## src/rtl/labyrinth_pkg.sv

```systemverilog
// Shared definitions for the labyrinth ball pipeline: one-hot movement
// directions consumed by the ball stage and the tilt calibration states.
package labyrinth_pkg;

  localparam logic [3:0] UP    = 4'b0001;
  localparam logic [3:0] DOWN  = 4'b0010;
  localparam logic [3:0] LEFT  = 4'b0100;
  localparam logic [3:0] RIGHT = 4'b1000;

  typedef enum logic {
    RUN = 1'b0,
    CAL = 1'b1
  } cal_state_t;

endpackage

```

## src/rtl/tilt_to_move_if.sv

```systemverilog
// Accelerometer sample stream in, movement word and update tick out.
// The master is the upstream sample source; the slave is tilt_to_move.
interface tilt_to_move_if #(
  parameter int SAMPLE_W = 8
);

  logic signed [SAMPLE_W-1:0] accel_x;
  logic signed [SAMPLE_W-1:0] accel_y;
  logic                       accel_valid;
  logic                       cal_req;
  logic [3:0]                 movement;
  logic                       update;
  logic                       calibrating;

  modport master (
    output accel_x, accel_y, accel_valid, cal_req,
    input  movement, update, calibrating
  );

  modport slave (
    input  accel_x, accel_y, accel_valid, cal_req,
    output movement, update, calibrating
  );

endinterface

```

## src/rtl/tick_gen.sv

```systemverilog
// Rate divider: free-running 0..PERIOD-1 counter, update high for the
// single cycle in which the counter wraps.
module tick_gen #(
  parameter int CLK_FREQUENCY_HZ       = 100000000,
  parameter int UPDATE_FREQUENCY_HZ    = 30,
  parameter int SIMULATE               = 0,
  parameter int SIMULATE_FREQUENCY_CNT = 5
) (
  input  logic clk,
  input  logic reset,
  output logic update
);

  localparam int PERIOD = (SIMULATE != 0) ? SIMULATE_FREQUENCY_CNT
                                          : CLK_FREQUENCY_HZ / UPDATE_FREQUENCY_HZ;
  localparam int CNT_W = (PERIOD > 1) ? $clog2(PERIOD) : 1;
  localparam logic [CNT_W-1:0] LAST = CNT_W'(PERIOD - 1);

  logic [CNT_W-1:0] cnt_reg;

  always_ff @(posedge clk or negedge reset) begin
    if (!reset) begin
      cnt_reg <= '0;
    end else if (cnt_reg == LAST) begin
      cnt_reg <= '0;
    end else begin
      cnt_reg <= cnt_reg + CNT_W'(1);
    end
  end

  assign update = (cnt_reg == LAST);

endmodule

```

## src/rtl/tilt_to_move.sv

```systemverilog
// Tilt to movement: windowed averaging, offset calibration, dead zone with
// hysteresis and dominant-axis selection into a tick-aligned one-hot word.
module tilt_to_move
  import labyrinth_pkg::*;
#(
  parameter int CLK_FREQUENCY_HZ       = 100000000,
  parameter int UPDATE_FREQUENCY_HZ    = 30,
  parameter int SIMULATE               = 0,
  parameter int SIMULATE_FREQUENCY_CNT = 5,
  parameter int SAMPLE_W               = 8,
  parameter int AVG_LOG2               = 2,
  parameter int DEAD_ZONE              = 20,
  parameter int HYST                   = 4
) (
  input  logic          clk,
  input  logic          reset,
  tilt_to_move_if.slave bus
);

  localparam int ACC_W = SAMPLE_W + AVG_LOG2;
  localparam int MAG_W = SAMPLE_W - 1;
  localparam logic signed [SAMPLE_W-1:0] FILT_MAX = {1'b0, {MAG_W{1'b1}}};
  localparam logic signed [SAMPLE_W-1:0] FILT_MIN = -FILT_MAX;
  localparam logic signed [SAMPLE_W:0]   SAT_HI   = (SAMPLE_W+1)'(2**MAG_W - 1);
  localparam logic signed [SAMPLE_W:0]   SAT_LO   = -SAT_HI;
  localparam logic [MAG_W-1:0] ON_LEVEL  = MAG_W'(DEAD_ZONE);
  localparam logic [MAG_W-1:0] OFF_LEVEL = MAG_W'(DEAD_ZONE - HYST);

  // Symmetric clamp keeps |filt| representable in MAG_W bits.
  function automatic logic signed [SAMPLE_W-1:0] sat_sub(
    input logic signed [SAMPLE_W-1:0] a,
    input logic signed [SAMPLE_W-1:0] b
  );
    logic signed [SAMPLE_W:0] d;
    d = {a[SAMPLE_W-1], a} - {b[SAMPLE_W-1], b};
    if (d > SAT_HI)      return FILT_MAX;
    else if (d < SAT_LO) return FILT_MIN;
    else                 return d[SAMPLE_W-1:0];
  endfunction

  function automatic logic [MAG_W-1:0] mag_of(input logic signed [SAMPLE_W-1:0] f);
    return f[SAMPLE_W-1] ? -f[MAG_W-1:0] : f[MAG_W-1:0];
  endfunction

  function automatic logic hyst_next(input logic act, input logic [MAG_W-1:0] m);
    if (!act) return m > ON_LEVEL;
    else      return !(m < OFF_LEVEL);
  endfunction

  logic [AVG_LOG2-1:0]        win_cnt_reg;
  logic                       win_done;
  cal_state_t                 state_reg, state_next;
  logic signed [SAMPLE_W-1:0] sample [2];
  logic signed [SAMPLE_W-1:0] filt [2];
  logic [MAG_W-1:0]           mag [2];
  logic                       active [2];
  logic                       upd_d_reg;
  logic                       update;
  logic [3:0]                 movement_reg;
  logic [3:0]                 dir;
  logic                       sel_x, sel_y;

  assign sample[0] = bus.accel_x;
  assign sample[1] = bus.accel_y;
  assign win_done  = bus.accel_valid && (win_cnt_reg == '1);

  for (genvar gi = 0; gi < 2; gi++) begin : g_axis
    logic signed [ACC_W-1:0]    acc_reg, sum;
    logic signed [SAMPLE_W-1:0] avg, offset_reg, filt_reg, filt_new;
    logic                       active_reg;

    assign sum      = acc_reg + {{AVG_LOG2{sample[gi][SAMPLE_W-1]}}, sample[gi]};
    assign avg      = sum[ACC_W-1:AVG_LOG2];
    assign filt_new = sat_sub(avg, offset_reg);

    // The closing sample goes into sum, so clearing acc on completion loses nothing.
    always_ff @(posedge clk or negedge reset) begin
      if (!reset) begin
        acc_reg    <= '0;
        offset_reg <= '0;
        filt_reg   <= '0;
        active_reg <= 1'b0;
      end else if (bus.accel_valid) begin
        acc_reg <= win_done ? '0 : sum;
        if (win_done) begin
          if (state_reg == CAL) begin
            offset_reg <= avg;
            filt_reg   <= '0;
          end else begin
            filt_reg   <= filt_new;
            active_reg <= hyst_next(active_reg, mag_of(filt_new));
          end
        end
      end
    end

    assign filt[gi]   = filt_reg;
    assign mag[gi]    = mag_of(filt_reg);
    assign active[gi] = active_reg;
  end

  always_comb begin
    state_next = state_reg;
    case (state_reg)
      RUN:     if (bus.cal_req) state_next = CAL;
      CAL:     if (win_done)    state_next = RUN;
      default: state_next = RUN;
    endcase
  end

  always_comb begin
    sel_x = active[0] && (!active[1] || (mag[0] >= mag[1]));
    sel_y = active[1] && !sel_x;
    dir   = '0;
    if (sel_x) begin
      if (filt[0][SAMPLE_W-1])  dir = LEFT;
      else if (filt[0] != '0)   dir = RIGHT;
    end else if (sel_y) begin
      if (filt[1][SAMPLE_W-1])  dir = UP;
      else if (filt[1] != '0)   dir = DOWN;
    end
  end

  // Load one cycle after the tick so a window closing on the tick edge is seen.
  always_ff @(posedge clk or negedge reset) begin
    if (!reset) begin
      win_cnt_reg  <= '0;
      state_reg    <= RUN;
      upd_d_reg    <= 1'b0;
      movement_reg <= '0;
    end else begin
      if (bus.accel_valid) win_cnt_reg <= win_cnt_reg + AVG_LOG2'(1);
      state_reg <= state_next;
      upd_d_reg <= update;
      if (upd_d_reg) movement_reg <= (state_reg == CAL) ? 4'b0000 : dir;
    end
  end

  tick_gen #(
    .CLK_FREQUENCY_HZ      (CLK_FREQUENCY_HZ),
    .UPDATE_FREQUENCY_HZ   (UPDATE_FREQUENCY_HZ),
    .SIMULATE              (SIMULATE),
    .SIMULATE_FREQUENCY_CNT(SIMULATE_FREQUENCY_CNT)
  ) u_tick_gen (
    .clk   (clk),
    .reset (reset),
    .update(update)
  );

  assign bus.update      = update;
  assign bus.movement    = movement_reg;
  assign bus.calibrating = (state_reg == CAL);

endmodule

```

## src/flat_wrapper.sv

```systemverilog
// flat-port wrapper written by rule: the top's interface ports become plain ports
module tilt_to_move_flat import labyrinth_pkg::*;
#(
  parameter int CLK_FREQUENCY_HZ       = 100000000,
  parameter int UPDATE_FREQUENCY_HZ    = 30,
  parameter int SIMULATE               = 0,
  parameter int SIMULATE_FREQUENCY_CNT = 5,
  parameter int SAMPLE_W               = 8,
  parameter int AVG_LOG2               = 2,
  parameter int DEAD_ZONE              = 20,
  parameter int HYST                   = 4
)
  (clk, reset, bus_accel_x, bus_accel_y, bus_accel_valid, bus_cal_req, bus_movement, bus_update, bus_calibrating);
  tilt_to_move_if #(.SAMPLE_W(SAMPLE_W)) bus_i ();
  input  logic clk;
  input  logic reset;
  input wire logic [$bits(bus_i.accel_x)-1:0] bus_accel_x;
  input wire logic [$bits(bus_i.accel_y)-1:0] bus_accel_y;
  input wire logic [$bits(bus_i.accel_valid)-1:0] bus_accel_valid;
  input wire logic [$bits(bus_i.cal_req)-1:0] bus_cal_req;
  output wire logic [$bits(bus_i.movement)-1:0] bus_movement;
  output wire logic [$bits(bus_i.update)-1:0] bus_update;
  output wire logic [$bits(bus_i.calibrating)-1:0] bus_calibrating;
  assign bus_i.accel_x = bus_accel_x;
  assign bus_i.accel_y = bus_accel_y;
  assign bus_i.accel_valid = bus_accel_valid;
  assign bus_i.cal_req = bus_cal_req;
  assign bus_movement = bus_i.movement;
  assign bus_update = bus_i.update;
  assign bus_calibrating = bus_i.calibrating;
  tilt_to_move #(.CLK_FREQUENCY_HZ(CLK_FREQUENCY_HZ), .UPDATE_FREQUENCY_HZ(UPDATE_FREQUENCY_HZ), .SIMULATE(SIMULATE), .SIMULATE_FREQUENCY_CNT(SIMULATE_FREQUENCY_CNT), .SAMPLE_W(SAMPLE_W), .AVG_LOG2(AVG_LOG2), .DEAD_ZONE(DEAD_ZONE), .HYST(HYST)) u_core (.clk(clk), .reset(reset), .bus(bus_i));
endmodule
```

## config.mk

```make
export PLATFORM = sky130hd
export DESIGN_NAME = tilt_to_move_flat
export DESIGN_NICKNAME = d
export VERILOG_FILES = /design/src/rtl/labyrinth_pkg.sv /design/src/rtl/tilt_to_move_if.sv /design/src/rtl/tick_gen.sv /design/src/rtl/tilt_to_move.sv /design/src/flat_wrapper.sv
export SDC_FILE = /design/constraint.sdc
export NUM_CORES = 1
export LEC_CHECK = 0
export ABC_CLOCK_PERIOD_IN_PS = 10710
export BUFFER_PORTS_ARGS = -buffer_cell sky130_fd_sc_hd__buf_4
export CAP_MARGIN = 20
export CELL_PAD_IN_SITES_DETAIL_PLACEMENT = 0
export CELL_PAD_IN_SITES_GLOBAL_PLACEMENT = 1
export CORE_MARGIN = 5
export CORE_UTILIZATION = 35
export CTS_CLUSTER_DIAMETER = 50
export DETAILED_ROUTE_END_ITERATION = 8
export PLACE_DENSITY_LB_ADDON = 0.1
export REMOVE_ABC_BUFFERS = 1
export SYNTH_ARGS = -nofsm -noshare
export SYNTH_HDL_FRONTEND = slang
export SYNTH_SLANG_ARGS = --single-unit
```

## constraint.sdc

```tcl
create_clock -name clk -period 10.71 [get_ports clk]
set_clock_uncertainty 0.1 [all_clocks]
set_input_delay 2.142 -clock clk [delete_from_list [all_inputs] [get_ports clk]]
set_output_delay 2.142 -clock clk [all_outputs]
set_load 0.005 [all_outputs]
```

## Yosys cells after proc, flatten, opt, wreduce, memory -nomap -nowiden

Cells that the tools add are included.

- Add/sub/neg operators: 10
- Multiply operators: 0
- Divide/modulo/power cells: 0
- Magnitude comparators: 9
- Equal/unequal tests: 2
- Shift operators: 0
- Multiplexer cells: 25
- Bitwise logic cells: 1
- Reductions and logical operators: 13

Operator list:

| cell | number |
|---|---|
| 2-to-1 mux 8 bit | 6 |
| 2-to-1 mux 7 bit | 4 |
| negator 7 bit | 4 |
| 2-to-1 mux 4 bit | 6 |
| adder 22 x 1 -> 22 bit (second input constant) | 1 |
| == test 22 bit (second input constant) | 1 |
| 2-to-1 mux 22 bit | 1 |
| adder 10 bit | 2 |
| 2-to-1 mux 10 bit | 2 |
| greater-than comparator 9 x 8 -> 1 bit (second input constant) | 2 |
| < comparator 9 x 8 -> 1 bit (second input constant) | 2 |
| subtractor 8 x 8 -> 9 bit | 2 |
| nonzero test 8 bit | 2 |
| greater-than comparator 7 x 5 -> 1 bit (second input constant) | 2 |
| < comparator 7 x 5 -> 1 bit (second input constant) | 2 |
| greater-or-equal comparator 7 bit | 1 |
| AND reduction 3 bit | 2 |
| logical NOT 1 bit | 4 |
| 2-to-1 mux 1 bit | 4 |
| logical AND 1 bit | 3 |
| adder 2 x 1 -> 2 bit (second input constant) | 1 |
| == test 2 bit (second input constant) | 1 |
| 2-to-1 mux 2 bit | 1 |
| case mux 1 bit (2 select lines) | 1 |
| other kinds (3) | 3 |

- Flip-flop bits (word level): 84
- Bits in latches: 0
- RAM bits: 0
- ROM bits: 0
- Output and inout bits: 6
- Logic and storage cells: 73
- Memories: 0

## Logic depth before layout (Yosys ltp)

Gate-level depths: netlist (run 1).

- Depth after elaboration: 10
- Depth in mapped cells: 25

## Cells and area by module

A second synthesis (run 1) with hierarchy kept.

- Cells, all modules: 639
- Area, all modules: 5851.9 µm²

By module, submodules not included:

| module | times used | cells each | area each (µm²) | sequential area each (µm²) |
|---|---|---|---|---|
| tilt_to_move | 1 | 526 | 4728.3 | 1551.5 |
| tick_gen | 1 | 113 | 1123.6 | 550.5 |

## Least setup slack after synthesis (run 1)

OpenSTA, ideal clock, no wires.

- Path kind: in2reg
- Start: input port bus_accel_x[0]
- End: register u_core.g_axis[0].active_reg
- Setup time: 65 ps
- Arrival time: 6275 ps
- Data required time: 10545 ps
- Setup slack: 4270 ps
- Stages on the path: 24
- Buffers on the path: 0
- Path through: ha_1 -> fa_1 -> a21oi_1 -> nor2_1 -> nor2_1 -> o21bai_1 -> a21oi_1 -> o21ai_0 -> xnor2_1 -> inv_1 -> ha_1 -> a21o_1 -> or3_1 -> o22ai_4 -> nor3_4 -> nor2b_1 -> nand2b_1 -> ha_1 -> inv_1 -> or3_1 -> a21oi_1 -> o31ai_2 -> o2111ai_1 -> o211a_1

- Cells in the longest elaborated chain, start to end: 10
- Elaborated cells on any way between the ends: 12
- Classes of those cells: add/sub: 3; order compare: 4; mux: 4; reduce/logical: 1

Ends and longest elaborated chain:

| what | RTL line | text |
|---|---|---|
| start: declaration | flat_wrapper.sv:17 | `input wire logic [$bits(bus_i.accel_x)-1:0] bus_accel_x;` |
| adder 10 bit (*) | tilt_to_move.sv:72 | `assign sum = acc_reg + {{AVG_LOG2{sample[gi][SAMPLE_W-1]}}, sample[gi]};` |
| net u_core.g_axis[0].sum[8] | tilt_to_move.sv:68 | `logic signed [ACC_W-1:0] acc_reg, sum;` |
| subtractor 8 x 8 -> 9 bit (*) | tilt_to_move.sv:35 | `d = {a[SAMPLE_W-1], a} - {b[SAMPLE_W-1], b};` |
| < comparator 9 x 8 -> 1 bit | tilt_to_move.sv:37 | `else if (d < SAT_LO) return FILT_MIN;` |
| 2-to-1 mux 8 bit | tilt_to_move.sv:37 |  |
| 2-to-1 mux 8 bit (*) | tilt_to_move.sv:36 | `if (d > SAT_HI) return FILT_MAX;` |
| negator 7 bit | tilt_to_move.sv:42 | `return f[SAMPLE_W-1] ? -f[MAG_W-1:0] : f[MAG_W-1:0];` |
| 2-to-1 mux 7 bit (*) | tilt_to_move.sv:42 |  |
| < comparator 7 x 5 -> 1 bit | tilt_to_move.sv:47 | `else return !(m < OFF_LEVEL);` |
| logical NOT 1 bit | tilt_to_move.sv:47 |  |
| 2-to-1 mux 1 bit (*) | tilt_to_move.sv:46 | `if (!act) return m > ON_LEVEL;` |
| end signal: assignment | tilt_to_move.sv:91 | `active_reg <= hyst_next(active_reg, mag_of(filt_new));` |
| end: declaration | tilt_to_move.sv:70 | `logic active_reg;` |

The timed path passes the listed nets; every way through them passes the cells marked *.
A chain may end at the register's enable or synchronous reset.

## Final worst setup path (run 1)

Ends and elaborated chain as after synthesis.

==> metrics.txt, run 1 <==
layout cells sized above 1 10.1%; Slew HR between 40% and 50%; # nets final about 770; endpoints failing hold 0; Clock Latency Late Sink 350 ps; CP startpoint kind primary input; synth warn 0; largest net degree at the start of global routing between 40 and 50; CP required 10840 ps; library cells used by synthesis 78; P&R area growth vs syn 11.7%; Wirelength per Cell 15.2 um; final setup margin 3840 ps; Worst Hold Class reg2reg; Multi-input gate area roughly 0.0035 mm2; Num CTS Buffers 9; Fillers 1690; critical path's top delay family compound AO/OA/AOI/OAI gates; H-tree Lvls 3; cell count after synthesis 678; post-cts resize count 0; measured slew at the worst slew-check pin 839 ps; Ports 26; outcome completed; Starting DRT DRC Count 219; Synth area leaders dfrtp_1 (35%), ha_1 (10%), inv_1 (4.8%), xnor2_1 (4.5%), nand2_1 (4.3%); Post-CTS Hold Buffers 0; Max Root-Sink Buffers 2; number of flip-flops in the largest register 22; Tcrit/Tclk final 64.1%; Reg area 0.00210 mm2; met2 WL 6470 um; Max Slew Vio Count 0; routed wl met3 around 420 um; Die X 141 um; count leader, synth dfrtp_1; total of max-cap violations 0; starting density of the core a little over a third; most frequent cells after synthesis dfrtp_1 (84), inv_1 (76), nand2_1 (69); # rows 47; Top FF cell, synth dfrtp_1; Util after Layout 40.1%; post-CTS setup buffer count 0; Post-DP HPWL 10500 um; Top Metal Used met4; Worst Path Arrival 7000 ps; FF+latch count, synth 84; register area share after synthesis 35.0%; post-synthesis cell area 0.00600 mm2; DIE HEIGHT 141 um; CTS clock-pin slew for the worst setup and hold paths 60 ps; via/cell ratio 5.12; DRT Wirelength 14000 um; critical path class in2reg; Fmax 146 MHz; GPL Wtd Cong 0.823; nature of the critical path endpoint flop; post-synth top area cell dfrtp_1; Post-synth EDFFs 0; core area ~0.017 mm2; detailed-route via count about 4700; M1 WL 6960 um; slowest CP cell a311oi_1; worst slack, placed ~3500 ps; CP max stage delay 440 ps; clock sink total 84; syn avg cell area 8.85 um2; CTS tree done; Congestion Overflow GR 0; antenna-violating nets left 0; vias in the first global route around 4700; CP Max Fanout 8; first-pass GRT wire length 23900 um; sum of buffers and inverters on the critical path 3; shortest period the worst path allows 6870 ps; Buffers on Ports 25; CTS Root Cell clkbuf_16; number of remaining DRC errors 0; RSZ-0062 raised after global routing no; post-synth top area share 35.0%; Post-synth ARST share 100%; post-route setup TNS 0 ps; total die area 0.0199 mm2; GRT Overall Usage 14.8%; initial antenna violation count 0; setup violators final 0; Initial DRT Pass Iterations 4; # diodes 0
[cell families after synthesis]
logic type                 after synthesis  synth area share [%]
AOI/OAI and AO/OA                      182                  21.0
buffers and inverters                   93                  6.28
muxes                                    5                 0.855
adders and majority gates               53                  11.5
and+or+nand+nor                        205                  17.0
DFF                                     84                  35.0
xor gates and xnor gates                56                  8.30
[final timing paths]
| check | startpoint | endpoint | slack [ps] | cells after the start |
|---|---|---|---|---|
| max reg2reg | u_core.g_axis[0].acc_reg[0]$_DFFE_PN0P_ | u_core.g_axis[0].active_reg$_DFFE_PN0P_ | 5390 | 25 |
| min | u_core.win_cnt_reg[0]$_DFFE_PN0P_ | u_core.win_cnt_reg[0]$_DFFE_PN0P_ | 380 | 1 |
| max in group asynchronous | reset | u_core.g_axis[1].offset_reg[7]$_DFFE_PN0P_ | 7820 | 2 |
| min reg2reg | u_core.win_cnt_reg[0]$_DFFE_PN0P_ | u_core.win_cnt_reg[0]$_DFFE_PN0P_ | 380 | 1 |
| min in group asynchronous | reset | u_core.g_axis[0].filt_reg[2]$_DFFE_PN0P_ | 1680 | 1 |
| max | bus_accel_x[0] | u_core.g_axis[0].active_reg$_DFFE_PN0P_ | 3840 | 26 |
[cell type report]
class,count,share of cell area [%]
Sequential cell,84,31.4
Multi-Input combinational cell,501,52.6
Inverter,76,4.26
Tap cell,220,4.11
Clock inverter,6,1.08
Clock buffer,10,3.42
Timing Repair Buffer,28,3.14
[stage by stage]
stage               area (um2)  hold slack (ps)  cells
global route              6700              393    925
detailed placement        6400              371    909
floorplan                 5910              337    661
global placement          6400              362    909
finish                    6700              381    925
CTS                       6700              383    925
[per-layer routing]
layer,track usage [%],up-vias
met1,20.2,2230
li1,-,2425
met2,23.8,68
met4,4.54,0
met5,0,-
met3,3.01,13
[placed cells by master (no fill, tap or decap), types with 5 or more instances in the layout]
cell type / count
a21oi_1: 33
dfrtp_1: 84
nand2b_1: 12
o21ai_0: 35
and3_1: 8
o211ai_1: 5
ha_1: 48
o21a_1: 7
buf_4: 28
xor2_1: 24
xnor2_1: 31
clkbuf_16: 9
or3_1: 6
o31ai_1: 6
nand2_1: 69
nand3_1: 8
o21ai_1: 9
inv_1: 76
nor2b_1: 7
nor3b_1: 5
a21o_1: 13
nor2_1: 49
o22ai_1: 22
nand4_1: 9
Power of run 1 is not shown: default switching activity piles up to over one toggle a cycle in this logic, so the estimate is an artifact.
==> inputs of run 2 (changes only) <==
Settings changed: ABC_CLOCK_PERIOD_IN_PS 10710 to 5800.
Clock period 10.71 ns to 5.8 ns, I/O delays scaled along.
==> metrics.txt, run 2 (synthesis results as in run 1) <==
Fmax approximately 180 MHz; total of max-cap violations 0 (unchanged); Post-DP HPWL 11000 um (+4.3%); Congestion Overflow GR 0 (unchanged); hold depth 1 (unchanged); CTS clock-pin slew for the worst setup and hold paths 60 ps (about the same); total die area 0.0199 mm2 (unchanged); Tcrit/Tclk final 94.7%; measured slew at the worst slew-check pin 835 ps (-3.19 ps); nature of the critical path endpoint flop; CP Max Fanout 5 (-3); H-tree Lvls 3 (unchanged); GPL Wtd Cong 0.853 (+3.6%); Wirelength per Cell 14.7 um (-3.2%); core area 0.0167 mm2 (unchanged); layout cells sized above 1 16.5% (+6.4 points); post-route setup TNS 0 ps (unchanged); Hold Startpoint u_core.win_cnt_reg[0]$_DFFE_PN0P_; reg-to-reg slack, setup 860 ps (-4530 ps); critical path class in2reg; starting density of the core 35.9% (unchanged); Util after Layout 42.3% (+2.2 points); Num CTS Buffers 9 (unchanged); Die X 141 um (unchanged); # nets final 825 (+6.9%); Ports 26 (unchanged); shortest period the worst path allows 5490 ps; detailed-route via count 4914 (+3.8%); worst slack, placed -14.8 ps (-3490 ps); outcome completed; CP required 5980 ps (-4860 ps); initial antenna violation count 0 (unchanged); Initial DRT Pass Iterations 4 (unchanged); hold endpoint u_core.win_cnt_reg[0]$_DFFE_PN0P_; via/cell ratio 5.02 (-1.9%); Buffers on Ports 25 (unchanged); CTS tree done; Clock Latency Late Sink 350 ps (about the same); CP startpoint kind primary input; Slew HR 44.3% (+0.39 points); Worst Path Arrival 5670 ps (-1330 ps); first-pass GRT wire length 24400 um (+2.3%); vias in the first global route 4921 (+4.4%); P&R area growth vs syn 17.9%; DRT Wirelength 14400 um (+2.4%); worst r2r path cells 23 (-8.0%); reg-to-reg startpoint u_core.g_axis[0].acc_reg[0]$_DFFE_PN0P_; Worst Hold Class reg2reg; number of flip-flops in the largest register 22 (unchanged); Starting DRT DRC Count 175 (-20%); Fillers 1708 (+1.1%); number of remaining DRC errors 0 (unchanged); # rows 47 (unchanged); r2r endpoint u_core.g_axis[0].active_reg$_DFFE_PN0P_; largest net degree at the start of global routing 67 (+43%); Max Slew Vio Count 0 (unchanged); final setup margin 307 ps (-3540 ps); CTS Root Cell clkbuf_16; antenna-violating nets left 0 (unchanged); DIE HEIGHT 141 um (unchanged); clock sink total 84 (unchanged); most frequent cells in the layout dfrtp_1 (84), buf_4 (81), inv_1 (76); most common cell after layout, fill and taps aside dfrtp_1; endpoints failing hold 0 (unchanged); setup violators final 0 (unchanged); Max Root-Sink Buffers 2 (unchanged); # diodes 0 (unchanged); GRT Overall Usage 15.1% (+0.24 points)
==> run 2: layout make-up <==
type | instances | area (um2) | share of cell area [%]
Multi-Input combinational cell | 501 | 3530 | 49.9
Inverter | 76 | 285 | 4.03
Timing Repair Buffer | 81 | 608 | 8.60
Sequential cell | 84 | 2100 | 29.7
Tap cell | 220 | 275 | 3.89
Clock inverter | 6 | 45.0 | 0.637
Clock buffer | 10 | 229 | 3.24
==> run 2: routing by layer <==
layer / global-route usage (%) / share of wire [%]
met5: 0 / 0
met4: 4.28 / 1.6
met3: 3.08 / 2.7
met2: 24.4 / 47
met1: 20.5 / 49
==> run 2: how the worst max path moves through the flow <==
stage                               from                                       to
final                     bus_accel_x[0]  u_core.g_axis[0].active_reg$_DFFE_PN0P_
after global routing      bus_accel_x[0]  u_core.g_axis[0].active_reg$_DFFE_PN0P_
after CTS                 bus_accel_x[0]  u_core.g_axis[0].active_reg$_DFFE_PN0P_
after detailed placement  bus_accel_x[0]  u_core.g_axis[0].active_reg$_DFFE_PN0P_
after global placement    bus_accel_x[0]  u_core.g_axis[0].active_reg$_DFFE_PN0P_
after floorplan           bus_accel_x[0]  u_core.g_axis[0].active_reg$_DFFE_PN0P_
==> run 2: timing repair <==
item                       4_1_cts  5_1_grt
gates resized for setup          0        1
hold buffers                     0        0
setup endpoints to repair        0        1
setup buffers                    0        3
==> run 2: critical path, stage by stage <==
cell,delay (ps)
buf_4,120
ha_1,220
fa_1,400
a21oi_1,160
nor2_1,50
nor2_1,160
o21bai_1,90
a21oi_1,190
o21ai_0,140
xnor2_1,220
inv_1,70
ha_1,320
a21o_1,220
or3_1,390
o22ai_4,240
nor3_4,90
and3b_1,260
ha_1,200
inv_1,80
or3_1,370
a21oi_1,180
o31ai_2,80
o2111ai_1,110
o211a_1,170
==> run 2: per-stage QoR <==
| stage | instance area (um2) | instances | hold slack, ps |
|---|---|---|---|
| final | 7070 | 978 | 379 |
| after global routing | 7070 | 978 | 394 |
| after CTS | 7050 | 975 | 381 |
| after detailed placement | 6770 | 959 | 368 |
| after global placement | 6770 | 959 | 361 |
| after floorplan | 5910 | 661 | 337 |
Power of run 2 is left out for the same reason.
